`src/rtl/instr_fetch_ctrl_if.sv`:
```
// Fetch-side bundle: control strobes, ROM address/data and the decode handshake.
// master = fetch controller, slave = environment (core control, ROM, decode).
interface instr_fetch_ctrl_if #(
    parameter int ADDRESS_WIDTH     = 8,
    parameter int INSTRUCTION_WIDTH = 32
);
    logic                         fetch_en;
    logic                         halt_req;
    logic                         redirect_valid;
    logic [ADDRESS_WIDTH-1:0]     redirect_pc;
    logic [ADDRESS_WIDTH-1:0]     mem_addr;
    logic [INSTRUCTION_WIDTH-1:0] mem_rdata;
    logic                         if_valid;
    logic                         if_ready;
    logic [INSTRUCTION_WIDTH-1:0] if_instr;
    logic [ADDRESS_WIDTH-1:0]     if_pc;
    logic                         busy;

    modport master (
        input  fetch_en, halt_req, redirect_valid, redirect_pc, mem_rdata, if_ready,
        output mem_addr, if_valid, if_instr, if_pc, busy
    );

    modport slave (
        output fetch_en, halt_req, redirect_valid, redirect_pc, mem_rdata, if_ready,
        input  mem_addr, if_valid, if_instr, if_pc, busy
    );
endinterface

```
`src/rtl/instr_fetch_ctrl.sv`:
```
// Instruction fetch sequencer: owns the PC, reads an async ROM, buffers {pc, instr} for decode.
// Latency: first push the cycle after start, head valid one cycle later; one instr/cycle steady state.
// Backpressure: FIFO fills to BUF_DEPTH then PC and ROM address hold until decode accepts.
module instr_fetch_ctrl #(
    parameter int          ADDRESS_WIDTH     = 8,
    parameter int          INSTRUCTION_WIDTH = 32,
    parameter int          BUF_DEPTH         = 2,
    parameter int unsigned RESET_PC          = 0
) (
    input  logic                  clk,
    input  logic                  rst_n,
    instr_fetch_ctrl_if.master    bus
);
    localparam int AW    = ADDRESS_WIDTH;
    localparam int IW    = INSTRUCTION_WIDTH;
    localparam int PTR_W = $clog2(BUF_DEPTH);
    localparam int CNT_W = PTR_W + 1;

    localparam logic [1:0] S_IDLE = 2'd0;
    localparam logic [1:0] S_RUN  = 2'd1;
    localparam logic [1:0] S_HALT = 2'd2;

    typedef struct packed {
        logic [AW-1:0] pc;
        logic [IW-1:0] instr;
    } entry_t;

    logic [1:0]       state, state_nxt;
    logic [AW-1:0]    pc;
    entry_t           buf_q [BUF_DEPTH];
    logic [PTR_W-1:0] rd_ptr, wr_ptr;
    logic [CNT_W-1:0] count;
    logic             redirect, push, pop;

    assign redirect = bus.redirect_valid;
    assign pop      = bus.if_valid && bus.if_ready && !redirect;
    assign push     = (state == S_RUN) && !bus.halt_req && !redirect &&
                      ((count < CNT_W'(BUF_DEPTH)) || pop);

    assign bus.mem_addr = pc;
    assign bus.if_valid = (count != '0);
    assign bus.if_instr = buf_q[rd_ptr].instr;
    assign bus.if_pc    = buf_q[rd_ptr].pc;
    assign bus.busy     = (state != S_IDLE);

    always_comb begin
        state_nxt = state;
        case (state)
            S_IDLE:  if (bus.fetch_en)                 state_nxt = S_RUN;
            S_RUN:   if (bus.halt_req && !redirect)    state_nxt = S_HALT;
            S_HALT:  if (!bus.halt_req || redirect)    state_nxt = S_RUN;
            default:                                   state_nxt = S_IDLE;
        endcase
    end

    always_ff @(posedge clk or negedge rst_n) begin
        if (!rst_n) begin
            state  <= S_IDLE;
            pc     <= AW'(RESET_PC);
            rd_ptr <= '0;
            wr_ptr <= '0;
            count  <= '0;
            for (int i = 0; i < BUF_DEPTH; i++) buf_q[i] <= '0;
        end else begin
            state <= state_nxt;
            if (redirect) begin
                // Flush discards queued entries; the low two target bits are dropped to word-align.
                pc     <= bus.redirect_pc & ~AW'(3);
                rd_ptr <= '0;
                wr_ptr <= '0;
                count  <= '0;
            end else begin
                if (push) begin
                    buf_q[wr_ptr] <= '{pc: pc, instr: bus.mem_rdata};
                    wr_ptr        <= wr_ptr + PTR_W'(1);
                    pc            <= pc + AW'(4);
                end
                if (pop) rd_ptr <= rd_ptr + PTR_W'(1);
                if (push && !pop)      count <= count + CNT_W'(1);
                else if (pop && !push) count <= count - CNT_W'(1);
            end
        end
    end
endmodule
```
`src/flat_wrapper.sv`:
```
// flat-port wrapper written by rule: the top's interface ports become plain ports
module instr_fetch_ctrl_flat 
#(
    parameter int          ADDRESS_WIDTH     = 8,
    parameter int          INSTRUCTION_WIDTH = 32,
    parameter int          BUF_DEPTH         = 2,
    parameter int unsigned RESET_PC          = 0
)
  (clk, rst_n, bus_fetch_en, bus_halt_req, bus_redirect_valid, bus_redirect_pc, bus_mem_rdata, bus_if_ready, bus_mem_addr, bus_if_valid, bus_if_instr, bus_if_pc, bus_busy);
  instr_fetch_ctrl_if #(.ADDRESS_WIDTH(ADDRESS_WIDTH), .INSTRUCTION_WIDTH(INSTRUCTION_WIDTH)) bus_i ();
  input  logic clk;
  input  logic rst_n;
  input wire logic [$bits(bus_i.fetch_en)-1:0] bus_fetch_en;
  input wire logic [$bits(bus_i.halt_req)-1:0] bus_halt_req;
  input wire logic [$bits(bus_i.redirect_valid)-1:0] bus_redirect_valid;
  input wire logic [$bits(bus_i.redirect_pc)-1:0] bus_redirect_pc;
  input wire logic [$bits(bus_i.mem_rdata)-1:0] bus_mem_rdata;
  input wire logic [$bits(bus_i.if_ready)-1:0] bus_if_ready;
  output wire logic [$bits(bus_i.mem_addr)-1:0] bus_mem_addr;
  output wire logic [$bits(bus_i.if_valid)-1:0] bus_if_valid;
  output wire logic [$bits(bus_i.if_instr)-1:0] bus_if_instr;
  output wire logic [$bits(bus_i.if_pc)-1:0] bus_if_pc;
  output wire logic [$bits(bus_i.busy)-1:0] bus_busy;
  assign bus_i.fetch_en = bus_fetch_en;
  assign bus_i.halt_req = bus_halt_req;
  assign bus_i.redirect_valid = bus_redirect_valid;
  assign bus_i.redirect_pc = bus_redirect_pc;
  assign bus_i.mem_rdata = bus_mem_rdata;
  assign bus_i.if_ready = bus_if_ready;
  assign bus_mem_addr = bus_i.mem_addr;
  assign bus_if_valid = bus_i.if_valid;
  assign bus_if_instr = bus_i.if_instr;
  assign bus_if_pc = bus_i.if_pc;
  assign bus_busy = bus_i.busy;
  instr_fetch_ctrl #(.ADDRESS_WIDTH(ADDRESS_WIDTH), .INSTRUCTION_WIDTH(INSTRUCTION_WIDTH), .BUF_DEPTH(BUF_DEPTH), .RESET_PC(RESET_PC)) u_core (.clk(clk), .rst_n(rst_n), .bus(bus_i));
endmodule
```
`config.mk`:
```
export PLATFORM = sky130hd
export DESIGN_NAME = instr_fetch_ctrl_flat
export DESIGN_NICKNAME = d
export VERILOG_FILES = /design/src/rtl/instr_fetch_ctrl_if.sv /design/src/rtl/instr_fetch_ctrl.sv /design/src/flat_wrapper.sv
export SDC_FILE = /design/constraint.sdc
export NUM_CORES = 1
export LEC_CHECK = 0
export ABC_CLOCK_PERIOD_IN_PS = 2100
export CORE_UTILIZATION = 25
export DETAILED_ROUTE_END_ITERATION = 10
export GPL_ROUTABILITY_DRIVEN = 0
export PLACE_DENSITY = 0.53
export SYNTH_ARGS = -nofsm -noshare
export SYNTH_HDL_FRONTEND = slang
export SYNTH_SLANG_ARGS = --single-unit
```
`constraint.sdc`:
```
create_clock -name clk -period 2.1 [get_ports clk]
set_input_delay 0.42 -clock clk [delete_from_list [all_inputs] [get_ports clk]]
set_output_delay 0.42 -clock clk [all_outputs]
set_load 0.03 [all_outputs]
```
---- Word-level counts from Yosys, hierarchy flattened ----
Cells that the tools add are included.
storage, ports and cells
  logic and storage cells ................. 68
  register bits after elaboration ......... 94
  output and inout bits ................... 50
cells by class
  muxes and demuxes ....................... 19
  $add $sub $neg .......................... 5
  $lt $le $gt $ge ......................... 4
  reductions and logical operators ........ 23
  equality and inequality tests ........... 5
  bitwise gates (word level) .............. 3
operators by type and width
  kind                                                        count
  two-way mux 40 bit                                          4
  bitwise mux 80 bit                                          1
  demux 40 bit (select 1 bit)                                 1
  two-way mux 8 bit                                           2
  two-way mux 2 bit                                           6
  logical AND 1 bit                                           9
  adder 8 x 3 -> 8 bit, second input constant                 1
  nonzero test 2 bit                                          4
  case mux 2 bit (3 select lines)                             1
  >= comparator 2 bit, second input constant                  2
  logical NOT 1 bit                                           4
  two-way mux 1 bit                                           4
  inequality test 2 bit, second input constant                2
  NOT 1 -> 2 bit                                              2
  AND reduction 3 bit                                         1
  nonzero test 3 bit                                          1
  adder 1 bit, second input constant                          2
  adder 2 x 1 -> 2 bit, second input constant                 1
  == test 2 x 1 -> 1 bit, second input constant               1
  == test 2 bit, second input constant                        1
  logical NOT 2 bit                                           1
  logical OR 1 bit                                            2
  less-than comparator 2 x 1 -> 1 bit, second input constant  1
  less-than comparator 2 bit, second input constant           1
  other kinds (4)                                             4

---- Longest topological paths before layout ----
  word-level depth ........................ 10
  gate-level depth with buffers ........... 5

---- Least setup slack after synthesis ----
Ideal clock, no wire load.
  path kind ............................... register to register
  from .................................... register u_core.state[1]
  to ...................................... register u_core.buf_q[40] (netlist bit)
  slack ................................... 0.145 ns
  cell stages (with the launch flop) ...... 6
  library setup time ...................... 0.125 ns
  data required time ...................... 1.975 ns
  period minus slack after synthesis ...... 1.955 ns
  path buffers ............................ 2
  arrival ................................. 1.830 ns
  cells stage by stage .................... dfrtp_1 or3b_1 buf_6 or4_4 buf_6 mux2_4
between the ends
  word-level cells in the longest chain between the ends .. 5
RTL lines
  element                         RTL line                source
  start, declared                 instr_fetch_ctrl.sv:28  logic [1:0] state, state_nxt;
  start signal, assigned          instr_fetch_ctrl.sv:65  state <= state_nxt;
  == test 2 x 1 -> 1 bit          instr_fetch_ctrl.sv:37  assign push = (state == S_RUN) && !bus.halt_req && !redirect &&
  logical AND 1 bit (3 in a row)  instr_fetch_ctrl.sv:37
  AND reduction 2 bit (no line)   --
  end signal, assigned by index   instr_fetch_ctrl.sv:74  buf_q[wr_ptr] <= '{pc: pc, instr: bus.mem_rdata};
  end, declared                   instr_fetch_ctrl.sv:30  entry_t buf_q [BUF_DEPTH];
No other way between the ends.
A chain may end at the register's enable or synchronous reset.

---- Final worst setup path ----
  from .................................... register u_core.rd_ptr
  to ...................................... output bus_if_instr[2]
between the ends
  word-level cells in the longest chain between the ends .. 4
RTL lines
  element                                   RTL line                source
  start, declared                           instr_fetch_ctrl.sv:31  logic [PTR_W-1:0] rd_ptr, wr_ptr;
  start signal, assigned                    instr_fetch_ctrl.sv:78  if (pop) rd_ptr <= rd_ptr + PTR_W'(1);
  NOT 1 -> 2 bit (implied by the code)      instr_fetch_ctrl.sv:42  assign bus.if_instr = buf_q[rd_ptr].instr;
  two-way mux 40 bit (implied by the code)  instr_fetch_ctrl.sv:42
  two-way mux 40 bit (2 in a row)           --
  end, declared                             flat_wrapper.sv:21      output wire logic [$bits(bus_i.if_instr)-1:0] bus_if_instr;
No other way between the ends. The select of a mux whose other input is x is not followed.

==> reports/metrics.cfg <==
[worst_setup_path]
critPathKind=register to output pin
worstPathRequired_ps=1680
critPathCaptureType=output pin
path_max_fanout=16
cp.arrival_ps=1620
start_kind=register

[timing]
rsz0062_at_grt=no
relSlewSlack=0.661
finalSetupViolCount=0
max_freq_mhz=491
period_share=0.970
drv_slew=0
period_needed_ps=2040
finalHoldViolCount=0
tightest_slew_ps=509
skew_ps=7.57

[place]
port_buffers=89
placed_area_um2=5280
dp.cells=589
place_hpwl_um=6130

[final_layout]
final_common_cell=mux2_2
fillCellCount=1598
syn2layout_area_growth_pct=36.5
mostFrequentLayoutCells=mux2_2 (105), dfrtp_1 (87), clkdlybuf4s50_1 (48)
drive_gt1_frac=0.463
n_antenna_cell=0
fin_area_um2=5550
fin_nets=437
fin_cells=611

[run]
drv_cap=0

[yosys]
synthSimpleGateAreaFrac=0.0564
synthMuxAreaShare=0.323
synthDistinctLibCells=42
yosys_warnings=0
synthAdderAreaFrac=0.00308
syn_area_um2=4060
async_reset_ff_frac=1.00
synth_edf_count=0
ys_seq_elements=88
synth_top_family_by_area=multiplexers
netlist_instances=287
synth_compound_area_frac=0.0382
ys_seq_area_frac=0.542
ys.flop_type=dfrtp_1
synthXorXnorAreaFrac=0.00431
syn_avg_cell_area_um2=14.2

[global_route]
grt_pass1_wl_um=15100
grt_overflow_total=0
grt_usage=0.122
antenna_found_initial=0
grt_max_degree=39
grt_pass1_vias=2865

[die]
placementRows=46
floorplan.initialDensity=0.256
pin_count=96
die_h_um=129
coreArea_um2=15900
die_w_um=129
die_area_um2=16800

[run_status]
status=finished, final reports clean

[drt]
firstDrtPassIters=4
drc=0
routedWlPerCell_um=15.9
vias_per_cell=4.38
final_antenna_net_count=0
route.vias.total=2678
first_iter_violations=108
wl_um=9740

[cts]
clockBufferDepth=2
cts_root_buf=clkbuf_16
clk_pin_slew_ps=60
htreeDepth=3
clk_latency_ps=340
numCtsBuffers=9
cts_tree=built
cts.sinks=88

[hold_path]
min_path_type=input pin to async pin

[pwr]
leakage_nw=2.47
ir_drop_uv=572
p_per_area_nw_per_um2=1370

==> final timing paths <==
kind                                                    from                            to  slack, ps  depth (start not counted)
worst max-delay path               u_core.rd_ptr$_DFFE_PN0P_               bus_if_instr[2]         60                          3
worst min-delay path                                   rst_n  u_core.buf_q[26]$_DFFE_PN0P_         40                          1
worst max register to register   u_core.count[1]$_DFFE_PN0P_  u_core.buf_q[53]$_DFFE_PN0P_        210                          6
worst min register to register  u_core.buf_q[42]$_DFFE_PN0P_  u_core.buf_q[42]$_DFFE_PN0P_        490                          1
max in group asynchronous                              rst_n  u_core.buf_q[43]$_DFFE_PN0P_       1400                          2
min in group clk                u_core.buf_q[42]$_DFFE_PN0P_  u_core.buf_q[42]$_DFFE_PN0P_        490                          1
==> state kept, by name, summed over array words and instances, names as in the netlist <==
| name | cells |
|---|---|
| u_core.buf_q | 76 |
| u_core.bus.mem_addr | 6 |
| u_core.count | 2 |
| u_core.state | 2 |
| u_core.rd_ptr | 1 |
| u_core.wr_ptr | 1 |
==> routing by layer <==
layer,global-route usage,routed length [um]
met1,0.151,4460
met2,0.200,4650
met3,0.0467,515
met4,0.0328,115
met5,0,0
==> worst max-delay path: stages, from the launching register on <==
cell	delay, ps
dfrtp_2	400
buf_12	170
mux2_2	350
dlygate4sd2_1	360
==> layout make-up <==
type / count / area (um^2) / area share
clock buffer: 11 / 253 / 0.0456
clock inverter: 5 / 55.1 / 0.00993
inverter: 2 / 7.51 / 0.00135
multi-input combinational: 179 / 1770 / 0.318
sequential: 88 / 2200 / 0.397
tap: 216 / 270 / 0.0487
timing repair buffer: 110 / 991 / 0.179
==> through the flow <==
step	utilization	setup TNS (ps)	hold WS [ps]	setup WS (ps)	total power, mW
2_1_floorplan	-	0	124	145	4.97
3_3_place_gp	0.333	-13150	423	-354	6.17
3_5_place_dp	0.333	-14050	424	-391	6.27
4_1_cts	0.355	-36.2	50.3	-16.8	7.82
5_1_grt	0.349	0	64.3	0.652	8.06
6_report	0.349	0	41.0	62.1	7.59
==> logic make-up (layout without fill, tap and decap cells) <==
group | Yosys count | after routing
AOI/OAI and AO/OA | 23 | 23
xor gates and xnor gates | 2 | 2
other | 1 | 4
adders and majority gates | 1 | 1
DFF | 88 | 88
and+or+nand+nor | 34 | 35
buffers and inverters | 24 | 128
muxes | 114 | 114
==> Yosys cell counts, drive strengths merged, types with 2 or more instances <==
cell type / number / area share
buf: 13 / 0.021
o31ai: 2 / 0.0037
a21o: 2 / 0.0037
clkbuf: 9 / 0.0083
and3: 2 / 0.0031
or2: 2 / 0.0031
nor2: 2 / 0.0018
nand2b: 3 / 0.0046
mux2: 114 / 0.32
dfrtp: 88 / 0.54
inv: 2 / 0.0018
o21ai: 4 / 0.0049
nand3: 2 / 0.0025
nand4b: 3 / 0.0065
a31oi: 3 / 0.0046
o41ai: 2 / 0.0043
a21oi: 4 / 0.0049
nor4: 3 / 0.0062
nor2b: 7 / 0.011
nand2: 4 / 0.0037
==> power by group <==
part / switching, mW / total, mW / internal [mW] / leakage, nW
logic: 1.69 / 3.21 / 1.52 / 1.22
clock network: 0.676 / 1.66 / 0.983 / 0.148
registers: 0.347 / 2.72 / 2.37 / 1.10
total: 2.71 / 7.59 / 4.88 / 2.47
==> timing repair <==
item	in CTS	in global routing
gates resized for setup	84	41
buffers inserted	2	1
pin swaps	0	1
hold buffers	0	0
endpoints found under the setup margin	46	57
gates cloned	1	2
(Power assumes the default switching activity.)
